$ cat config.mk
export PLATFORM = sky130hd
export DESIGN_NAME = cache_sa_flat
export DESIGN_NICKNAME = d
export VERILOG_FILES = /design/src/rtl/cache_sa_if.sv /design/src/rtl/cache_sa.sv /design/src/flat_wrapper.sv
export SDC_FILE = /design/constraint.sdc
export NUM_CORES = 1
export LEC_CHECK = 0
export BUFFER_PORTS_ARGS = -buffer_cell sky130_fd_sc_hd__clkbuf_2
export CAP_MARGIN = 20
export CORE_UTILIZATION = 61
export CTS_BUF_LIST = sky130_fd_sc_hd__clkbuf_8
export CTS_CLUSTER_SIZE = 25
export DETAILED_ROUTE_END_ITERATION = 10
export HOLD_SLACK_MARGIN = 0.02
export PLACE_DENSITY = 0.78
export SETUP_SLACK_MARGIN = 0.1
export SYNTH_ARGS = -nofsm -noshare
export SYNTH_HDL_FRONTEND = slang
export SYNTH_SLANG_ARGS = --single-unit
$ cat constraint.sdc
create_clock -name clk_1 -period 10.3 [get_ports clk_1]
set_clock_uncertainty 0.15 [all_clocks]
set_input_delay 1.03 -clock clk_1 [delete_from_list [all_inputs] [get_ports clk_1]]
set_output_delay 1.03 -clock clk_1 [all_outputs]
set_load 0.05 [all_outputs]
$ cat src/rtl/cache_sa_if.sv
// CPU-side and memory-side bus bundle for the 2-way set-associative cache.
// The cache takes the slave view; the CPU/memory environment takes the master view.
interface cache_sa_if #(
   parameter int ADDR_W = 16,
   parameter int DATA_W = 8
);
   logic              cpu_req;
   logic              w_en;
   logic [ADDR_W-1:0] address;
   logic [DATA_W-1:0] cpu_wdata;
   logic              cpu_flush;
   logic [DATA_W-1:0] cpu_rdata;
   logic              cpu_ready;
   logic              hit;
   logic              mem_req;
   logic              mem_we;
   logic [ADDR_W-1:0] mem_addr;
   logic [DATA_W-1:0] mem_wdata;
   logic [DATA_W-1:0] mem_rdata;
   logic              mem_ack;

   modport slave (
      input  cpu_req, w_en, address, cpu_wdata, cpu_flush, mem_rdata, mem_ack,
      output cpu_rdata, cpu_ready, hit, mem_req, mem_we, mem_addr, mem_wdata
   );

   modport master (
      output cpu_req, w_en, address, cpu_wdata, cpu_flush, mem_rdata, mem_ack,
      input  cpu_rdata, cpu_ready, hit, mem_req, mem_we, mem_addr, mem_wdata
   );
endinterface

$ cat src/rtl/cache_sa.sv
// 2-way set-associative, write-through, no-write-allocate cache with LRU
// replacement, memory req/ack miss handling and a whole-cache flush.
module cache_sa #(
   parameter int ADDR_W   = 16,
   parameter int DATA_W   = 8,
   parameter int SET_BITS = 4
) (
   input logic      clk_1,
   input logic      rst,
   cache_sa_if.slave bus
);
   localparam int SETS  = 1 << SET_BITS;
   localparam int TAG_W = ADDR_W - SET_BITS;

   localparam logic [1:0] IDLE   = 2'd0;
   localparam logic [1:0] LOOKUP = 2'd1;
   localparam logic [1:0] MEM_RD = 2'd2;
   localparam logic [1:0] MEM_WR = 2'd3;

   logic [1:0]        state_r;
   logic [ADDR_W-1:0] addr_r;
   logic [DATA_W-1:0] wdata_r;
   logic              we_r;
   logic              wr_hit_r;
   logic              hit_way_r;

   logic [DATA_W-1:0] cpu_rdata_r;
   logic              cpu_ready_r;
   logic              hit_r;
   logic              mem_req_r;
   logic              mem_we_r;
   logic [ADDR_W-1:0] mem_addr_r;
   logic [DATA_W-1:0] mem_wdata_r;

   logic [TAG_W-1:0]  tag_r  [2][SETS];
   logic [DATA_W-1:0] data_r [2][SETS];
   logic [SETS-1:0]   valid_r [2];
   logic [SETS-1:0]   lru_r;

   logic [SET_BITS-1:0] idx_s;
   logic [TAG_W-1:0]    tag_s;
   logic                match0_s;
   logic                match1_s;
   logic                hit_s;
   logic [DATA_W-1:0]   hit_data_s;
   logic                victim_s;

   assign bus.cpu_rdata = cpu_rdata_r;
   assign bus.cpu_ready = cpu_ready_r;
   assign bus.hit       = hit_r;
   assign bus.mem_req   = mem_req_r;
   assign bus.mem_we    = mem_we_r;
   assign bus.mem_addr  = mem_addr_r;
   assign bus.mem_wdata = mem_wdata_r;

   // Tag compare of the latched address and victim choice (invalid way first, else LRU).
   always_comb begin
      idx_s      = addr_r[SET_BITS-1:0];
      tag_s      = addr_r[ADDR_W-1:SET_BITS];
      match0_s   = valid_r[0][idx_s] && (tag_r[0][idx_s] == tag_s);
      match1_s   = valid_r[1][idx_s] && (tag_r[1][idx_s] == tag_s);
      hit_s      = match0_s || match1_s;
      hit_data_s = data_r[0][idx_s];
      victim_s   = lru_r[idx_s];
      if (match1_s) begin
         hit_data_s = data_r[1][idx_s];
      end else begin
         hit_data_s = data_r[0][idx_s];
      end
      if (!valid_r[0][idx_s]) begin
         victim_s = 1'b0;
      end else if (!valid_r[1][idx_s]) begin
         victim_s = 1'b1;
      end else begin
         victim_s = lru_r[idx_s];
      end
   end

   // Control FSM and all registered bus outputs; cpu_ready defaults low so it only pulses.
   always_ff @(posedge clk_1 or posedge rst) begin
      if (rst) begin
         state_r     <= IDLE;
         addr_r      <= {ADDR_W{1'b0}};
         wdata_r     <= {DATA_W{1'b0}};
         we_r        <= 1'b0;
         wr_hit_r    <= 1'b0;
         hit_way_r   <= 1'b0;
         cpu_rdata_r <= {DATA_W{1'b0}};
         cpu_ready_r <= 1'b0;
         hit_r       <= 1'b0;
         mem_req_r   <= 1'b0;
         mem_we_r    <= 1'b0;
         mem_addr_r  <= {ADDR_W{1'b0}};
         mem_wdata_r <= {DATA_W{1'b0}};
      end else begin
         cpu_ready_r <= 1'b0;
         hit_r       <= 1'b0;
         case (state_r)
            IDLE: begin
               if (!bus.cpu_flush && bus.cpu_req) begin
                  addr_r  <= bus.address;
                  wdata_r <= bus.cpu_wdata;
                  we_r    <= bus.w_en;
                  state_r <= LOOKUP;
               end
            end
            LOOKUP: begin
               if (we_r) begin
                  wr_hit_r    <= hit_s;
                  hit_way_r   <= match1_s;
                  mem_req_r   <= 1'b1;
                  mem_we_r    <= 1'b1;
                  mem_addr_r  <= addr_r;
                  mem_wdata_r <= wdata_r;
                  state_r     <= MEM_WR;
               end else if (hit_s) begin
                  cpu_ready_r <= 1'b1;
                  hit_r       <= 1'b1;
                  cpu_rdata_r <= hit_data_s;
                  state_r     <= IDLE;
               end else begin
                  mem_req_r  <= 1'b1;
                  mem_we_r   <= 1'b0;
                  mem_addr_r <= addr_r;
                  state_r    <= MEM_RD;
               end
            end
            MEM_RD: begin
               if (bus.mem_ack) begin
                  cpu_rdata_r <= bus.mem_rdata;
                  cpu_ready_r <= 1'b1;
                  mem_req_r   <= 1'b0;
                  state_r     <= IDLE;
               end
            end
            MEM_WR: begin
               if (bus.mem_ack) begin
                  cpu_ready_r <= 1'b1;
                  hit_r       <= wr_hit_r;
                  mem_req_r   <= 1'b0;
                  mem_we_r    <= 1'b0;
                  state_r     <= IDLE;
               end
            end
            default: state_r <= IDLE;
         endcase
      end
   end

   // Valid and LRU bookkeeping; lru_r[set] names the way to evict next.
   always_ff @(posedge clk_1 or posedge rst) begin
      if (rst) begin
         valid_r[0] <= {SETS{1'b0}};
         valid_r[1] <= {SETS{1'b0}};
         lru_r      <= {SETS{1'b0}};
      end else begin
         case (state_r)
            IDLE: begin
               if (bus.cpu_flush) begin
                  valid_r[0] <= {SETS{1'b0}};
                  valid_r[1] <= {SETS{1'b0}};
               end
            end
            LOOKUP: begin
               if (!we_r && hit_s) begin
                  lru_r[idx_s] <= ~match1_s;
               end
            end
            MEM_RD: begin
               if (bus.mem_ack) begin
                  valid_r[victim_s][idx_s] <= 1'b1;
                  lru_r[idx_s]             <= ~victim_s;
               end
            end
            MEM_WR: begin
               if (bus.mem_ack && wr_hit_r) begin
                  lru_r[idx_s] <= ~hit_way_r;
               end
            end
            default: lru_r <= lru_r;
         endcase
      end
   end

   // Tag/data storage is deliberately not reset; only valid bits make lines live.
   always_ff @(posedge clk_1) begin
      if (state_r == MEM_RD && bus.mem_ack) begin
         tag_r[victim_s][idx_s]  <= tag_s;
         data_r[victim_s][idx_s] <= bus.mem_rdata;
      end else if (state_r == MEM_WR && bus.mem_ack && wr_hit_r) begin
         data_r[hit_way_r][idx_s] <= wdata_r;
      end
   end
endmodule

$ cat src/flat_wrapper.sv
// flat-port wrapper written by rule: the top's interface ports become plain ports
module cache_sa_flat 
#(
   parameter int ADDR_W   = 16,
   parameter int DATA_W   = 8,
   parameter int SET_BITS = 4
)
  (clk_1, rst, bus_cpu_req, bus_w_en, bus_address, bus_cpu_wdata, bus_cpu_flush, bus_mem_rdata, bus_mem_ack, bus_cpu_rdata, bus_cpu_ready, bus_hit, bus_mem_req, bus_mem_we, bus_mem_addr, bus_mem_wdata);
  cache_sa_if #(.ADDR_W(ADDR_W), .DATA_W(DATA_W)) bus_i ();
  input logic clk_1;
  input logic rst;
  input wire logic [$bits(bus_i.cpu_req)-1:0] bus_cpu_req;
  input wire logic [$bits(bus_i.w_en)-1:0] bus_w_en;
  input wire logic [$bits(bus_i.address)-1:0] bus_address;
  input wire logic [$bits(bus_i.cpu_wdata)-1:0] bus_cpu_wdata;
  input wire logic [$bits(bus_i.cpu_flush)-1:0] bus_cpu_flush;
  input wire logic [$bits(bus_i.mem_rdata)-1:0] bus_mem_rdata;
  input wire logic [$bits(bus_i.mem_ack)-1:0] bus_mem_ack;
  output wire logic [$bits(bus_i.cpu_rdata)-1:0] bus_cpu_rdata;
  output wire logic [$bits(bus_i.cpu_ready)-1:0] bus_cpu_ready;
  output wire logic [$bits(bus_i.hit)-1:0] bus_hit;
  output wire logic [$bits(bus_i.mem_req)-1:0] bus_mem_req;
  output wire logic [$bits(bus_i.mem_we)-1:0] bus_mem_we;
  output wire logic [$bits(bus_i.mem_addr)-1:0] bus_mem_addr;
  output wire logic [$bits(bus_i.mem_wdata)-1:0] bus_mem_wdata;
  assign bus_i.cpu_req = bus_cpu_req;
  assign bus_i.w_en = bus_w_en;
  assign bus_i.address = bus_address;
  assign bus_i.cpu_wdata = bus_cpu_wdata;
  assign bus_i.cpu_flush = bus_cpu_flush;
  assign bus_i.mem_rdata = bus_mem_rdata;
  assign bus_i.mem_ack = bus_mem_ack;
  assign bus_cpu_rdata = bus_i.cpu_rdata;
  assign bus_cpu_ready = bus_i.cpu_ready;
  assign bus_hit = bus_i.hit;
  assign bus_mem_req = bus_i.mem_req;
  assign bus_mem_we = bus_i.mem_we;
  assign bus_mem_addr = bus_i.mem_addr;
  assign bus_mem_wdata = bus_i.mem_wdata;
  cache_sa #(.ADDR_W(ADDR_W), .DATA_W(DATA_W), .SET_BITS(SET_BITS)) u_core (.clk_1(clk_1), .rst(rst), .bus(bus_i));
endmodule
---- Word level (Yosys, flattened, before mapping) ----
Memory sizes are Yosys's and may differ from the RTL's.
Index checks and enable logic that the tools add are counted.
cells by class
  $add $sub $neg .......................... 0
  $mul .................................... 0
  div/mod/pow operators ................... 0
  $lt $le $gt $ge ......................... 6
  equality and inequality tests ........... 16
  shifts and indexed selects .............. 0
  mux-type cells .......................... 72
  bitwise operators ....................... 6
  reduce and logical (&&, ||, !) cells .... 31
operators with widths
  cell                number
  $mux 128            4
  $mux 192            1
  $reduce_or 128->1   1
  $bmux 12 s4         2
  $mux 16             6
  $mux 8              9
  $bmux 8 s4          2
  $mux 32             2
  $pmux 32 s2         1
  $mux 12             5
  $bwmux 16           3
  $demux 12 s4        1
  $pmux 16 s3         1
  $demux 8 s4         1
  $or 32x32->32       1
  $eq 12x12->1        2
  $mux 1              19
  $demux 16 s1        1
  $pmux 8 s2          1
  $bmux 1 s4          3
  $ne 2x1->1 const B  6
  $logic_and 1x1->1   11
  $reduce_and 3->1    3
  $mux 2              4
  24 further kinds    41
storage, ports and cells
  bits in registers ....................... 113
  latch bits .............................. 0
  RAM bits ................................ 640
  memory bits (read-only) ................. 0
  bits of input ports ..................... 38
  output and inout port bits .............. 36
  logic and storage cells ................. 149
  memories ................................ 2
memories
  name           words  bits a word  rd ports  clocked after Yosys merged registers in  wr ports  line            RTL
  u_core.tag_r   2      192          2         0                                        1         cache_sa.sv:35  logic [TAG_W-1:0] tag_r [2][SETS];
  u_core.data_r  2      128          2         0                                        1         cache_sa.sv:36  logic [DATA_W-1:0] data_r [2][SETS];

---- Logic depth before layout (Yosys ltp) ----
  word-level depth ........................ 12
  mapped depth ............................ 15
  gate-level depth less buffers ........... 9

---- Worst setup path before layout ----
OpenSTA, ideal clock, no wires.
  path kind ............................... flip-flop to flip-flop
  start ................................... register u_core.addr_r[1]
  end ..................................... memory u_core.tag_r[0][100] (netlist bit), enable pin
  data arrival time ....................... 3.318 ns
  required time ........................... 9.770 ns
  slack ................................... 6.452 ns
  cell stages (with the launch flop) ...... 11
  path buffers ............................ 5
  clock period less this slack ............ 3.848 ns
  cells stage by stage .................... dfrtp_1 -> buf_2 -> buf_2 -> buf_4 -> buf_2 -> mux4_2 -> mux4_2 -> o21ai_1 -> nand3_1 -> clkbuf_1 -> nor2_1
on the way
  cells in the longest elaborated chain, start to end .. 6
  elaborated cells between the ends (all ways) .. 15
  classes of those cells .................. order compare (2); mux (11); bitwise (1); reduce/logical (1)
RTL lines
  element                                                                line             RTL
  from (decl)                                                            cache_sa.sv:21   logic [ADDR_W-1:0] addr_r;
  from (signal assigned)                                                 cache_sa.sv:83   addr_r <= {ADDR_W{1'b0}};
  from (signal assigned)                                                 cache_sa.sv:101  addr_r <= bus.address;
  $not 4->5 (implied by the code)                                        cache_sa.sv:188  tag_r[victim_s][idx_s] <= tag_s;
  $ge 5x5->1 (implied by the code) / $lt 5x1->1 (equally long branches)  cache_sa.sv:188
  $logic_and 1x1->1 (implied by the code)                                cache_sa.sv:188
  $mux 12 (implied by the code)                                          cache_sa.sv:188
  $demux 12 s4                                                           cache_sa.sv:188
  $mux 192 (implied by the code)                                         cache_sa.sv:188
  to (decl)                                                              cache_sa.sv:35
Several ways; a longest one is shown, not always the timed one. The select of a mux whose other input is x is not followed.

---- Worst setup path after layout ----
  start ................................... register u_core.addr_r[0]
  end ..................................... register u_core.cpu_rdata_r[0], in the netlist u_core.bus.cpu_rdata[0]
on the way
  cells in the longest elaborated chain, start to end .. 10
  elaborated cells between the ends (all ways) .. 28
  classes of those cells .................. eq/ne (3); mux (20); bitwise (1); reduce/logical (4)
RTL lines
  element                                      line             RTL
  $not 4->5 (implied by the code)              n/a
  $bmux 12 s4                                  cache_sa.sv:61   match1_s = valid_r[1][idx_s] && (tag_r[1][idx_s] == tag_s);
  $mux 12 (implied by the code) (2 in series)  cache_sa.sv:61
  $eq 12x12->1                                 cache_sa.sv:61
  $logic_and 1x1->1                            cache_sa.sv:61
  $mux 8                                       cache_sa.sv:65   if (match1_s) begin
  $mux 8                                       cache_sa.sv:116  end else if (hit_s) begin
  $mux 8                                       cache_sa.sv:108  if (we_r) begin
  $pmux 8 s2                                   cache_sa.sv:98   case (state_r)
  to (signal assigned)                         cache_sa.sv:88   cpu_rdata_r <= {DATA_W{1'b0}};
  to (signal assigned)                         cache_sa.sv:119  cpu_rdata_r <= hit_data_s;
  to (signal assigned)                         cache_sa.sv:130  cpu_rdata_r <= bus.mem_rdata;
  to (decl)                                    cache_sa.sv:27   logic [DATA_W-1:0] cpu_rdata_r;
Several ways; a longest one is shown, not always the timed one. The select of a mux whose other input is x is not followed.
A chain may end at the register's enable or synchronous reset.

==> impl_metrics.csv <==
group,metric,value,unit
route,wl,66700,um
floorplanning,die_area,0.0505,sq mm
route,dr.pass1.iters,5,
global_routing,grt_pass1_vias,16097,
clock_tree,postCtsSetupRepairBufs,0,
floorplanning,start_util,61.8,%
timing,period_share,53.9,%
placed_design,dp_hpwl,39600,um
status,status,"finished, final reports clean",
route,drtIter0Drc,1923,
synth,synthFlopType,"edfxtp_1",
timing,tightest_slew,1.12,ns
clock_tree,h-tree-depth,3,
power_and_ir_drop,vdd_drop_max,0.000183,V
synth,ys_warn_count,0,
finish,nets,1823,
finish,fin_util,69.0,%
clock_tree,post_cts_resized,0,
timing,timing.setup.tns,0,ns
placed_design,portBuffers,73,
global_routing,grt_max_degree,84,
worst_setup_path,startpoint_type,"register",
power_and_ir_drop,p_per_area,281,mW/mm^2
timing,max_clock_freq,180,MHz
timing,hold_violations,0,
min_path,min_path_type,"input pin to async pin",
floorplanning,boundaryPins,74,
route,ant_nets,0,
job,maxCapViolCount,0,
global_routing,grt-ovfl-total,0,
clock_tree,cts_hold_buf,0,
power_and_ir_drop,p_leak,11.7,nW
route,post_drt_wl_per_cell,26.2,um
placed_design,dp_cells,2324,
worst_setup_path,r2r-start,"u_core.addr_r[0]",
worst_setup_path,cp_data_required_time,10.71,ns
clock_tree,clockRootBuffer,"clkbuf_8",
synth,ys_seq_area_share,72.9,%
clock_tree,clockBufferDepth,3,
route,via_count,16224,
floorplanning,die_h,225,um
synth,async_flop_share,15.0,%
synth,ys_ff_latch,753,
route,drc,0,
timing,post-route-min-period,5.55,ns
timing,setup_slack,4.75,ns
floorplanning,fp.dieW,225,um
timing,setup_viol,0,
synth,postSynthCellCount,1637,
worst_setup_path,crit_fanout,43,
synth,synth.area.top_cells,"edfxtp_1 64%, mux4_2 12%, dfrtp_1 9.3%, mux2i_1 2.5%, mux2_2 2.1%",
global_routing,grt_use_total,27.1,%
timing,rsz0062_at_grt,"no",
route,avgViaCountPerCell,6.38,
synth,synth_enable_flop_cells,640,
worst_setup_path,end_kind,"register",
finish,syn2layout_area_growth,11.6,%
timing,max-slew-margin-rel,24.7,%
finish,fin_cells,2544,
timing,maxSlewViolCount,0,
placed_design,dpl_worst_slack,4.59,ns
synth,postSynthAreaPerCell,18.5,sq um
worst_setup_path,path_class,"register to register",
worst_setup_path,cp-startpoint,"u_core.addr_r[0]",
clock_tree,clk_pin_slew,0.06,ns
synth,ys_types,56,
clock_tree,worstSkewPairLatency,0.69,ns
placed_design,place_congestion,0.855,
synth,synth_top_area_share,63.5,%
global_routing,grt_pass1_wl,99600,um
clock_tree,cts_made_buffers,110,
clock_tree,cts_tree,"yes",
synth,yosys.area.top_type,"edfxtp_1",
clock_tree,clkSinkCount,753,
global_routing,antenna_found_initial,1,
floorplanning,fp.coreArea,0.0490,sq mm
floorplanning,rows,81,
power_and_ir_drop,total_power,9.48,mW
synth,syn-cell-area,0.0303,sq mm
finish,final_layout_size_suffix_gt1_share,28.2,%
synth,syn_nets,1675,
worst_setup_path,arrival,5.96,ns
[power by group]
group / internal [mW] / total, mW / switching (mW) / leakage (nW)
logic: 1.23 / 3.14 / 1.90 / 3.28
registers: 3.75 / 3.95 / 0.205 / 7.21
clock network: 1.28 / 2.39 / 1.11 / 1.25
[flip-flops by register name (all words and copies together), names as in the netlist, 2 cells and up, named ones only]
name	count
u_core.valid_r	32
u_core.wdata_r	8
u_core.addr_r	16
u_core.bus.mem_wdata	8
u_core.tag_r	384
u_core.bus.cpu_rdata	8
u_core.state_r	2
u_core.bus.mem_addr	16
u_core.data_r	256
[area by class of cell]
| cell class | count | area (sq um) |
|---|---|---|
| Multi-Input combinational cell | 775 | 7710 |
| Tap cell | 664 | 831 |
| Antenna cell | 1 | 2.50 |
| Inverter | 8 | 32.5 |
| Fill cell | 2981 | 15200 |
| Sequential cell | 753 | 22100 |
| Clock inverter | 89 | 616 |
| Timing Repair Buffer | 137 | 908 |
| Clock buffer | 117 | 1610 |
[critical path, stage by stage, from the launching register on]
cell and delay (ns):
dfrtp_4 0.70, buf_4 0.58, buf_4 0.64, mux4_2 0.59, mux4_2 0.49, xor2_1 0.19
a2111o_1 0.43, or3_1 0.34, o22a_1 0.44, and2_1 0.47, mux2_4 0.37
[synth_stat cells, types with 9 or more instances]
cell type    n
a21oi_1     41
a22oi_1     18
a31oi_1      9
buf_2       32
buf_4       10
clkbuf_1    47
dfrtp_1    113
edfxtp_1   640
mux2_2      57
mux2i_1     75
mux4_2     165
nand2_1     84
nand2b_1    11
nand3_1      9
nor2_1     149
o21ai_0     22
o22ai_1     10
o31a_1      16
xnor2_1     19
xor2_1      11
[stage by stage]
step                      instance area (sq um)  hold WS (ns)
after floorplan                           30300         0.307
after global placement                    31300         0.321
after detailed placement                  31400         0.333
after CTS                                 33600         0.284
after global routing                      33800         0.350
final                                     33800         0.330
[cells by family after synthesis]
family	count (synthesis)	share of synthesized area, %
xor+xnor	30	0.868
simple gates	295	4.13
compound gates	145	3.18
buf+inv	109	1.69
mux	305	17.3
flops	753	72.9
[layout by cell type (no fill, tap or decap), types with 10 or more instances in the layout]
| cell type | Yosys | layout |
|---|---|---|
| edfxtp_1 | 640 | 640 |
| mux4_2 | 165 | 165 |
| nor2_1 | 149 | 148 |
| clkbuf_8 | 0 | 117 |
| dfrtp_1 | 113 | 109 |
| nand2_1 | 84 | 84 |
| mux2i_1 | 75 | 75 |
| clkbuf_2 | 1 | 73 |
| mux2_2 | 57 | 57 |
| buf_4 | 10 | 55 |
| a21oi_1 | 41 | 41 |
| inv_1 | 8 | 40 |
| clkinv_1 | 0 | 24 |
| o21ai_0 | 22 | 22 |
| xnor2_1 | 19 | 19 |
| a22oi_1 | 18 | 18 |
| clkinv_2 | 0 | 17 |
| o31a_1 | 16 | 16 |
| nand2b_1 | 11 | 11 |
| xor2_1 | 11 | 11 |
| o22ai_1 | 10 | 10 |
[routing by layer]
| layer | up-vias | share of wire [%] | track usage [%] | wire [um] |
|---|---|---|---|---|
| met1 | 8335 | 40 | 39.1 | 26600 |
| met5 | - | 0 | 0 | 0 |
| met3 | 128 | 9.6 | 5.16 | 6410 |
| met2 | 961 | 47 | 41.3 | 31500 |
| li1 | 6800 | - | - | - |
| met4 | 0 | 3.3 | 11.2 | 2200 |
[final timing paths]
kind,cells after the start,slack (ns),to
max,10,4.75,u_core.bus.cpu_rdata[0]
min,2,0.33,u_core.addr_r[3]
max reg2reg,10,4.75,u_core.bus.cpu_rdata[0]
min reg2reg,2,0.35,u_core.valid_r[13]
max in group asynchronous,3,8.27,u_core.addr_r[0]
min in group clk_1,2,0.35,u_core.valid_r[13]
No activity file was read; power rests on OpenSTA's default activity.
